## src/rtl/uart_tx_rs485.sv

```systemverilog
// Buffered UART transmitter for half-duplex RS-485: FIFO, configurable framing,
// driver-enable lead/tail guard times and line-break generation.
package uart_pkg;
  typedef enum logic [1:0] {PAR_NONE, PAR_EVEN, PAR_ODD} par_e;
endpackage

module uart_tx_rs485 #(
  parameter int unsigned    F_CLK_HZ      = 48_000_000,
  parameter int unsigned    BAUD          = 115_200,
  parameter int unsigned    OVERS         = 16,
  parameter int unsigned    DATA_BITS     = 8,
  parameter int unsigned    STOP_BITS     = 1,
  parameter uart_pkg::par_e PAR           = uart_pkg::PAR_NONE,
  parameter int unsigned    FIFO_DEPTH    = 16,
  parameter int unsigned    DE_LEAD_TICKS = 16,
  parameter int unsigned    DE_TAIL_TICKS = 16,
  parameter int unsigned    BREAK_BITS    = 13
) (
  input  logic                          clk,
  input  logic                          rst_n,
  uart_tx_rs485_if.slave                tx_if,
  input  logic                          i_flush,
  input  logic                          i_break,
  output logic                          o_txd,
  output logic                          o_de,
  output logic                          o_busy,
  output logic [$clog2(FIFO_DEPTH):0]   o_fifo_level
);

  localparam int unsigned PTR_W     = $clog2(FIFO_DEPTH);
  localparam int unsigned LVL_W     = PTR_W + 1;
  localparam int unsigned CNT_MAX_A = (OVERS > DE_LEAD_TICKS) ? OVERS : DE_LEAD_TICKS;
  localparam int unsigned CNT_MAX   = (CNT_MAX_A > DE_TAIL_TICKS) ? CNT_MAX_A : DE_TAIL_TICKS;
  localparam int unsigned CNT_W     = $clog2(CNT_MAX + 1);
  localparam int unsigned BIT_MAX_A = (DATA_BITS > STOP_BITS) ? DATA_BITS : STOP_BITS;
  localparam int unsigned BIT_MAX   = (BIT_MAX_A > BREAK_BITS) ? BIT_MAX_A : BREAK_BITS;
  localparam int unsigned BIT_W     = $clog2(BIT_MAX + 1);

  localparam logic [CNT_W-1:0] OV_LAST   = CNT_W'(OVERS - 1);
  localparam logic [CNT_W-1:0] LEAD_LAST = CNT_W'((DE_LEAD_TICKS == 0) ? 0 : DE_LEAD_TICKS - 1);
  localparam logic [CNT_W-1:0] TAIL_LAST = CNT_W'((DE_TAIL_TICKS == 0) ? 0 : DE_TAIL_TICKS - 1);
  localparam logic [BIT_W-1:0] DATA_LAST = BIT_W'(DATA_BITS - 1);
  localparam logic [BIT_W-1:0] STOP_LAST = BIT_W'(STOP_BITS - 1);
  localparam logic [BIT_W-1:0] BRK_LAST  = BIT_W'(BREAK_BITS - 1);
  localparam logic [LVL_W-1:0] LVL_FULL  = LVL_W'(FIFO_DEPTH);
  localparam logic [32:0]      ACC_INC   = 33'(BAUD * OVERS);
  localparam logic [32:0]      ACC_MOD   = 33'(F_CLK_HZ);

  typedef enum logic [3:0] {
    StIdle, StLead, StStart, StData, StPar, StStop, StTail, StBreak, StMark
  } state_e;

  state_e                 r_state, w_state_d;
  logic [CNT_W-1:0]       r_cnt;
  logic [BIT_W-1:0]       r_bit;
  logic [32:0]            r_acc, w_sum;
  logic                   w_tick, w_bit_end, w_in_bit;
  logic [DATA_BITS-1:0]   r_mem [FIFO_DEPTH];
  logic [PTR_W-1:0]       r_wptr, r_rptr;
  logic [LVL_W-1:0]       r_level;
  logic                   w_empty, w_wr, w_pop, w_ready;
  logic [DATA_BITS-1:0]   r_shift, w_shift_d, w_head;
  logic                   r_par, w_par_d;
  logic                   r_break_pend, w_break_clr;
  logic                   r_txd, w_txd_d, r_de, w_de_d;

  // Fractional baud accumulator; tick phase is free-running.
  assign w_sum  = r_acc + ACC_INC;
  assign w_tick = (w_sum >= ACC_MOD);

  always_ff @(posedge clk or negedge rst_n) begin
    if (!rst_n) r_acc <= '0;
    else        r_acc <= w_tick ? (w_sum - ACC_MOD) : w_sum;
  end

  assign w_empty          = (r_level == '0);
  assign w_ready          = (r_level < LVL_FULL) && !i_flush;
  assign tx_if.o_tx_ready = w_ready;
  assign w_wr             = tx_if.i_tx_valid && w_ready;
  assign w_pop            = (w_state_d == StStart) && (r_state != StStart);
  assign w_head           = r_mem[r_rptr];

  always_ff @(posedge clk) begin
    if (w_wr) r_mem[r_wptr] <= tx_if.i_tx_data;
  end

  always_ff @(posedge clk or negedge rst_n) begin
    if (!rst_n) begin
      r_wptr  <= '0;
      r_rptr  <= '0;
      r_level <= '0;
    end else if (i_flush) begin
      r_wptr  <= '0;
      r_rptr  <= '0;
      r_level <= '0;
    end else begin
      if (w_wr)  r_wptr <= r_wptr + 1'b1;
      if (w_pop) r_rptr <= r_rptr + 1'b1;
      unique case ({w_wr, w_pop})
        2'b10:   r_level <= r_level + 1'b1;
        2'b01:   r_level <= r_level - 1'b1;
        default: r_level <= r_level;
      endcase
    end
  end

  always_ff @(posedge clk or negedge rst_n) begin
    if (!rst_n)           r_break_pend <= 1'b0;
    else if (i_break)     r_break_pend <= 1'b1;
    else if (w_break_clr) r_break_pend <= 1'b0;
  end

  assign w_in_bit  = r_state inside {StStart, StData, StPar, StStop, StBreak, StMark};
  assign w_bit_end = w_tick && w_in_bit && (r_cnt == OV_LAST);

  // State register: sub-counters restart on every state entry.
  always_ff @(posedge clk or negedge rst_n) begin
    if (!rst_n) begin
      r_state <= StIdle;
      r_cnt   <= '0;
      r_bit   <= '0;
      r_txd   <= 1'b1;
      r_de    <= 1'b0;
      r_shift <= '0;
      r_par   <= 1'b0;
    end else begin
      r_state <= w_state_d;
      r_txd   <= w_txd_d;
      r_de    <= w_de_d;
      r_shift <= w_shift_d;
      r_par   <= w_par_d;
      if (w_state_d != r_state) begin
        r_cnt <= '0;
        r_bit <= '0;
      end else if (w_tick && (r_state != StIdle)) begin
        if (w_bit_end) begin
          r_cnt <= '0;
          r_bit <= r_bit + 1'b1;
        end else begin
          r_cnt <= r_cnt + 1'b1;
        end
      end
    end
  end

  // Next state. Queued words always go before a pending break.
  always_comb begin
    w_state_d   = r_state;
    w_break_clr = 1'b0;
    unique case (r_state)
      StIdle: begin
        if (!w_empty || r_break_pend) begin
          if (DE_LEAD_TICKS == 0) w_state_d = !w_empty ? StStart : StBreak;
          else                    w_state_d = StLead;
        end
      end
      StLead: begin
        if (w_tick && (r_cnt == LEAD_LAST)) begin
          if (!w_empty)          w_state_d = StStart;
          else if (r_break_pend) w_state_d = StBreak;
          else                   w_state_d = StTail;
        end
      end
      StStart: if (w_bit_end) w_state_d = StData;
      StData: begin
        if (w_bit_end && (r_bit == DATA_LAST)) begin
          w_state_d = (PAR != uart_pkg::PAR_NONE) ? StPar : StStop;
        end
      end
      StPar: if (w_bit_end) w_state_d = StStop;
      StStop: begin
        if (w_bit_end && (r_bit == STOP_LAST)) begin
          if (!w_empty)          w_state_d = StStart;
          else if (r_break_pend) w_state_d = StBreak;
          else                   w_state_d = StTail;
        end
      end
      StTail: begin
        if (w_tick) begin
          if (!w_empty)                 w_state_d = StStart;
          else if (r_break_pend)        w_state_d = StBreak;
          else if (r_cnt == TAIL_LAST)  w_state_d = StIdle;
        end
      end
      StBreak: begin
        if (w_bit_end && (r_bit == BRK_LAST)) begin
          w_state_d   = StMark;
          w_break_clr = 1'b1;
        end
      end
      StMark: if (w_bit_end) w_state_d = StTail;
      default: w_state_d = StIdle;
    endcase
  end

  // Outputs are computed from the next state so o_txd/o_de register in step with it.
  always_comb begin
    w_shift_d = r_shift;
    w_par_d   = r_par;
    if (w_pop) begin
      w_shift_d = w_head;
      w_par_d   = (PAR == uart_pkg::PAR_ODD) ? ~^w_head : ^w_head;
    end else if ((r_state == StData) && w_bit_end) begin
      w_shift_d = r_shift >> 1;
    end
    w_de_d  = (w_state_d != StIdle);
    w_txd_d = 1'b1;
    unique case (w_state_d)
      StStart, StBreak: w_txd_d = 1'b0;
      StData:           w_txd_d = w_shift_d[0];
      StPar:            w_txd_d = w_par_d;
      default:          w_txd_d = 1'b1;
    endcase
  end

  assign o_txd        = r_txd;
  assign o_de         = r_de;
  assign o_busy       = (r_state != StIdle) || !w_empty || r_break_pend;
  assign o_fifo_level = r_level;

endmodule

```

## src/rtl/uart_tx_rs485_if.sv

```systemverilog
// Write-side handshake between a producer and the RS-485 UART transmitter.
// Signal names are seen from the transmitter's side.
interface uart_tx_rs485_if #(
  parameter int unsigned DATA_BITS = 8
) ();
  logic                 i_tx_valid;
  logic [DATA_BITS-1:0] i_tx_data;
  logic                 o_tx_ready;

  modport master (output i_tx_valid, output i_tx_data, input o_tx_ready);
  modport slave  (input i_tx_valid, input i_tx_data, output o_tx_ready);
endinterface

```

## src/flat_wrapper.sv

```systemverilog
// flat-port wrapper written by rule: the top's interface ports become plain ports
module uart_tx_rs485_flat 
#(
  parameter int unsigned    F_CLK_HZ      = 48_000_000,
  parameter int unsigned    BAUD          = 115_200,
  parameter int unsigned    OVERS         = 16,
  parameter int unsigned    DATA_BITS     = 8,
  parameter int unsigned    STOP_BITS     = 1,
  parameter uart_pkg::par_e PAR           = uart_pkg::PAR_NONE,
  parameter int unsigned    FIFO_DEPTH    = 16,
  parameter int unsigned    DE_LEAD_TICKS = 16,
  parameter int unsigned    DE_TAIL_TICKS = 16,
  parameter int unsigned    BREAK_BITS    = 13
)
  (clk, rst_n, i_flush, i_break, o_txd, o_de, o_busy, o_fifo_level, tx_if_i_tx_valid, tx_if_i_tx_data, tx_if_o_tx_ready);
  uart_tx_rs485_if #(.DATA_BITS(DATA_BITS)) tx_if_i ();
  input  logic clk;
  input  logic rst_n;
  input  logic i_flush;
  input  logic i_break;
  output logic o_txd;
  output logic o_de;
  output logic o_busy;
  output logic [$clog2(FIFO_DEPTH):0] o_fifo_level;
  input wire logic [$bits(tx_if_i.i_tx_valid)-1:0] tx_if_i_tx_valid;
  input wire logic [$bits(tx_if_i.i_tx_data)-1:0] tx_if_i_tx_data;
  output wire logic [$bits(tx_if_i.o_tx_ready)-1:0] tx_if_o_tx_ready;
  assign tx_if_i.i_tx_valid = tx_if_i_tx_valid;
  assign tx_if_i.i_tx_data = tx_if_i_tx_data;
  assign tx_if_o_tx_ready = tx_if_i.o_tx_ready;
  uart_tx_rs485 #(.F_CLK_HZ(F_CLK_HZ), .BAUD(BAUD), .OVERS(OVERS), .DATA_BITS(DATA_BITS), .STOP_BITS(STOP_BITS), .PAR(PAR), .FIFO_DEPTH(FIFO_DEPTH), .DE_LEAD_TICKS(DE_LEAD_TICKS), .DE_TAIL_TICKS(DE_TAIL_TICKS), .BREAK_BITS(BREAK_BITS)) u_core (.clk(clk), .rst_n(rst_n), .tx_if(tx_if_i), .i_flush(i_flush), .i_break(i_break), .o_txd(o_txd), .o_de(o_de), .o_busy(o_busy), .o_fifo_level(o_fifo_level));
endmodule
```

## config.mk

```make
export PLATFORM = sky130hd
export DESIGN_NAME = uart_tx_rs485_flat
export DESIGN_NICKNAME = d
export VERILOG_FILES = /design/src/rtl/uart_tx_rs485.sv /design/src/rtl/uart_tx_rs485_if.sv /design/src/flat_wrapper.sv
export SDC_FILE = /design/constraint.sdc
export NUM_CORES = 1
export LEC_CHECK = 0
export CAP_MARGIN = 20
export CORE_ASPECT_RATIO = 1.4
export CORE_MARGIN = 3
export CORE_UTILIZATION = 37
export CTS_CLUSTER_SIZE = 30
export DETAILED_ROUTE_END_ITERATION = 10
export GPL_TIMING_DRIVEN = 1
export PLACE_DENSITY_LB_ADDON = 0.1
export SYNTH_ARGS = -nofsm -noshare
export SYNTH_HDL_FRONTEND = slang
export SYNTH_SLANG_ARGS = --single-unit
```

## constraint.sdc

```tcl
create_clock -name clk -period 5.8 [get_ports clk]
set_clock_uncertainty 0.2 [all_clocks]
set_input_delay 0.58 -clock clk [delete_from_list [all_inputs] [get_ports clk]]
set_output_delay 0.58 -clock clk [all_outputs]
set_load 0.005 [all_outputs]
```

==> reports/summary.log <==
[outcome] run status completed
[logic_synthesis] commonest register cell after synthesis sky130_fd_sc_hd__edfxtp_1
[hold_path] Hold WC Path Type input port to async pin
[logic_synthesis] Synth Area in Simple Gates 13.88%
[die] area of the placeable core 0.02484 mm²
[sta] Hold Vio Cnt, Final 0
[clock_tree] cts bufs inserted 17
[final_layout] net count of the finished layout 805
[grt] GRT Util Overall 16.33%
[logic_synthesis] number of distinct standard cells referenced by the synthesized netlist 77
[logic_synthesis] warning count from the yosys run 0
[setup_path] CP peak stage delay 0.46 ns
[logic_synthesis] Post-synth ARST share 32.28%
[die] chip height 194.4 µm
[sta] worst slew slack as a fraction of its limit 29.08%
[detailed_routing] detailed-route via count 6059
[clock_tree] number of gates resized after CTS 0
[detailed_routing] wire length per cell after detailed routing 19.62 µm
[clock_tree] insertion delay of the later-clocked pin in the worst-skew pair 0.43 ns
[run] Max Cap Violations 0
[power_and_ir_drop] leak pwr 3.731 nW
[sta] Post-Route Setup TNS 0 ns
[logic_synthesis] Post-Synth XOR/XNOR Area 5.044%
[sta] Finish-stage setup viols 0
[sta] number of max-slew violations in the final report 0
[clock_tree] H-tree levels 4
[setup_path] family with the most delay on the worst path compound AO/OA/AOI/OAI gates
[die] initial cell density of the core 37.74%
[logic_synthesis] gate count after technology mapping 769
[die] number of rows created at floorplan 68
[final_layout] ratio of cells with drive above 1 in the final layout 11.62%
[final_layout] final std cell area, no fill 0.01047 mm²
[setup_path] list of cells traversed by the critical path ha_1, and4_1, nand4b_1, mux2i_1, nor2_1, o31ai_2, a31oi_4, o31ai_2, o311a_1, nand2_1, nor2_1, xor2_1, ha_1, nor2_1, nor2_1, or4b_1, a31oi_1
[setup_path] worst reg2reg startpoint u_core.r_acc[13]$_DFF_PN0_
[clock_tree] number of buffers inserted by post-CTS setup repair 0
[sta] final period utilization 84.98%
[logic_synthesis] Post-Syn Area per Cell 12.19 µm²
[grt] largest net degree at the start of global routing 62
[logic_synthesis] share of synthesized area occupied by flip-flops and latches 57.29%
[grt] wire length of the first global-routing pass 34.61 mm
[sta] fmax 202.9 MHz
[detailed_routing] DRC marker count from the first detailed-route iteration 404
[clock_tree] clock tree buffer depth 2
[final_layout] Layout Area Growth over Synthesis 11.65%
[placement] port buffer count 21
[detailed_routing] Vias/cell 5.473
[grt] GR Overflow Total 0
[grt] initial antenna violation count 0
[setup_path] critical path buffer and inverter count 0
[detailed_routing] number of iterations in the first detailed-routing pass 5
[setup_path] CP Launch Type flop
[placement] global placement routability congestion 0.8486
[detailed_routing] number of antenna-violating nets in the routed design 0
[clock_tree] Clock transition at path regs 0.07 ns
[logic_synthesis] number of flops mapped to enable cells by yosys 128
[placement] post-placement cell area 0.009864 mm²
[clock_tree] Root Driver sky130_fd_sc_hd__clkbuf_16
[logic_synthesis] synthesized netlist net count 795
[sta] setup repair after global routing missed its margin no
[setup_path] timing startpoint of the critical path u_core.r_acc[13]$_DFF_PN0_
[power_and_ir_drop] power density over the cells 262.6 mW/mm²
[setup_path] critical-path maximum fanout 19
[die] chip width 140.5 µm
[placement] post-detailed-placement half-perimeter wirelength 15.13 mm
[logic_synthesis] largest family of logic cells by synthesized area simple AND/OR/NAND/NOR gates
[sta] Worst-Margin Slew 1.064 ns
[clock_tree] count of hold-fix buffers inserted at cts 0
[setup_path] required time of the critical path 5.94 ns
[setup_path] Crit. End Element flop
[setup_path] signal arrival time at the worst endpoint 5.07 ns
[grt] number of global-route vias before repair 6150
[logic_synthesis] flops & latches, synth 189
[setup_path] kind of critical path flop to flop
[setup_path] slowest CP cell sky130_fd_sc_hd__or4b_1
[power_and_ir_drop] maximum resistive drop on vdd 0.1934 mV
[logic_synthesis] multiplexer share of the synthesized area 9.087%
[logic_synthesis] post-synthesis cell area 0.009376 mm²
[die] full die area 0.02731 mm²
[logic_synthesis] Compound-Gate Fraction of Synth Area 10.65%
[detailed_routing] routed wire length 21.72 mm
[logic_synthesis] area share of fa/ha/maj cells after synthesis 1.735%
[setup_path] Critical Path Most Common Cell sky130_fd_sc_hd__nor2_1
[detailed_routing] Residual DRC 0
[final_layout] antenna cell count 0
[die] Top Ports 22
[clock_tree] CTS tree yes
[clock_tree] number of sinks driven by the clock tree 189
[sta] time the final worst path needs with I/O delays and setup 4.929 ns
==> Yosys cell counts (all sizes together) (4+ instances only) <==
master  count  area, µm²
o31ai       6      55.05
nand2      59      221.5
a21oi      36      187.7
edfxtp    128       3844
dfrtp      60       1501
nand2b      7      43.79
nand4       9      77.57
mux2i      39      390.4
a31oi       5      46.29
and3        6      37.54
buf        13      71.32
nand3      18      90.09
a31o        4      35.03
xnor2      34      297.8
nor4        6      50.04
o21a        4      30.03
inv        16      60.06
or2         8      50.05
clkbuf     23      86.33
o21ai      35      178.9
nor2b       6      37.54
mux4       16      360.4
a221oi      8      70.07
a22oi      12      90.09
or3         5      41.29
nor2       69      259.0
nor3       26      141.4
mux2        9      101.4
xor2       20      175.2
and2       19      118.9
ha         13      162.7
==> stage by stage <==
step / total power, W / hold slack (ns) / util [%] / worst slack [ns] / std cells
after detailed placement: 0.001579 / 0.2969 / 39.71 / 0.8608 / 1075
after floorplan: 0.001527 / 0.08441 / - / 1.413 / 769
after global placement: 0.001577 / 0.2905 / 39.71 / 0.9874 / 1075
after CTS: 0.002784 / 0.1331 / 42.14 / 0.8456 / 1107
after global routing: 0.002844 / 0.1646 / 42.14 / 0.3773 / 1107
final: 0.002749 / 0.1091 / 42.14 / 0.8711 / 1107
==> power breakdown <==
group	internal (W)	total (W)	leakage (nW)	switching, W
clock network	0.000651	0.00120	0.289	0.000549
registers	0.00145	0.00146	1.94	0.00000690
logic	0.0000324	0.0000894	1.51	0.0000570
==> final cells by class <==
type | instances | area, µm²
multi-input cells | 528 | 3787
flip-flops and latches | 189 | 5373
well taps | 315 | 394.1
inverters | 16 | 60.06
clock buffers | 17 | 425.4
repair buffers | 27 | 250.2
clock inverters | 15 | 178.9
fillers | 2348 | 14380
==> per-layer routing <==
metal  track usage, %  wire [µm]
met3            2.314        490
met5                0          0
met2            29.90      11910
met1            19.43       8905
met4            5.601        411
==> flip-flops by register name, indices dropped and copies added (netlist names) <==
name	cells
u_core.o_fifo_level	5
u_core.o_de	1
u_core.r_break_pend	1
u_core.r_state	4
u_core.r_bit	4
u_core.r_wptr	4
u_core.r_rptr	4
u_core.r_mem	128
u_core.r_cnt	5
u_core.r_par	1
u_core.o_txd	1
u_core.r_shift	8
u_core.r_acc	23
==> placed cells by master, fill, tap and decap left out, types with 4 or more instances in the layout <==
cell type	netlist	routed
sky130_fd_sc_hd__edfxtp_1	128	128
sky130_fd_sc_hd__nor2_1	69	69
sky130_fd_sc_hd__nand2_1	59	59
sky130_fd_sc_hd__dfrtp_1	60	59
sky130_fd_sc_hd__mux2i_1	39	39
sky130_fd_sc_hd__xnor2_1	34	34
sky130_fd_sc_hd__a21oi_1	34	34
sky130_fd_sc_hd__o21ai_0	33	33
sky130_fd_sc_hd__nor3_1	25	25
sky130_fd_sc_hd__xor2_1	20	20
sky130_fd_sc_hd__clkdlybuf4s50_1	0	20
sky130_fd_sc_hd__nand3_1	18	18
sky130_fd_sc_hd__and2_1	18	18
sky130_fd_sc_hd__clkbuf_16	0	17
sky130_fd_sc_hd__inv_1	16	16
sky130_fd_sc_hd__mux4_2	16	16
sky130_fd_sc_hd__ha_1	13	13
sky130_fd_sc_hd__a22oi_1	12	12
sky130_fd_sc_hd__mux2_2	9	9
sky130_fd_sc_hd__or2_2	8	8
sky130_fd_sc_hd__a221oi_1	8	8
sky130_fd_sc_hd__nand2b_1	7	7
sky130_fd_sc_hd__nand4_1	7	7
sky130_fd_sc_hd__nor2b_1	6	6
sky130_fd_sc_hd__and3_1	6	6
sky130_fd_sc_hd__buf_4	1	6
sky130_fd_sc_hd__o21a_1	4	4
sky130_fd_sc_hd__o31ai_1	4	4
sky130_fd_sc_hd__a31o_2	4	4
sky130_fd_sc_hd__nor4_1	4	4
sky130_fd_sc_hd__a31oi_1	4	4
sky130_fd_sc_hd__inv_6	0	4
==> worst paths after layout <==
| kind | to | slack [ns] | cells after the start |
|---|---|---|---|
| setup / recovery | u_core.o_fifo_level[4]$_DFFE_PN0P_ | 0.87 | 17 |
| hold reg to reg | u_core.r_shift[7]$_DFFE_PN0P_ | 0.32 | 2 |
| min in group clk | u_core.r_shift[7]$_DFFE_PN0P_ | 0.32 | 2 |
| max in group asynchronous | u_core.r_rptr[0]$_DFFE_PN0P_ | 4.71 | 2 |
| hold / removal | u_core.r_bit[1]$_DFFE_PN0P_ | 0.11 | 2 |
| setup reg to reg | u_core.o_fifo_level[4]$_DFFE_PN0P_ | 0.87 | 17 |
==> logic make-up (layout without fill, tap and decap cells) <==
kind of cell	count (synthesis)	count (layout)
and+or+nand+nor	254	254
DFF	189	189
AOI/OAI and AO/OA	143	143
muxes	64	64
xor gates and xnor gates	54	54
buffers and inverters	52	75
adders and majority gates	13	13
Power figures use the tool's default switching activity.
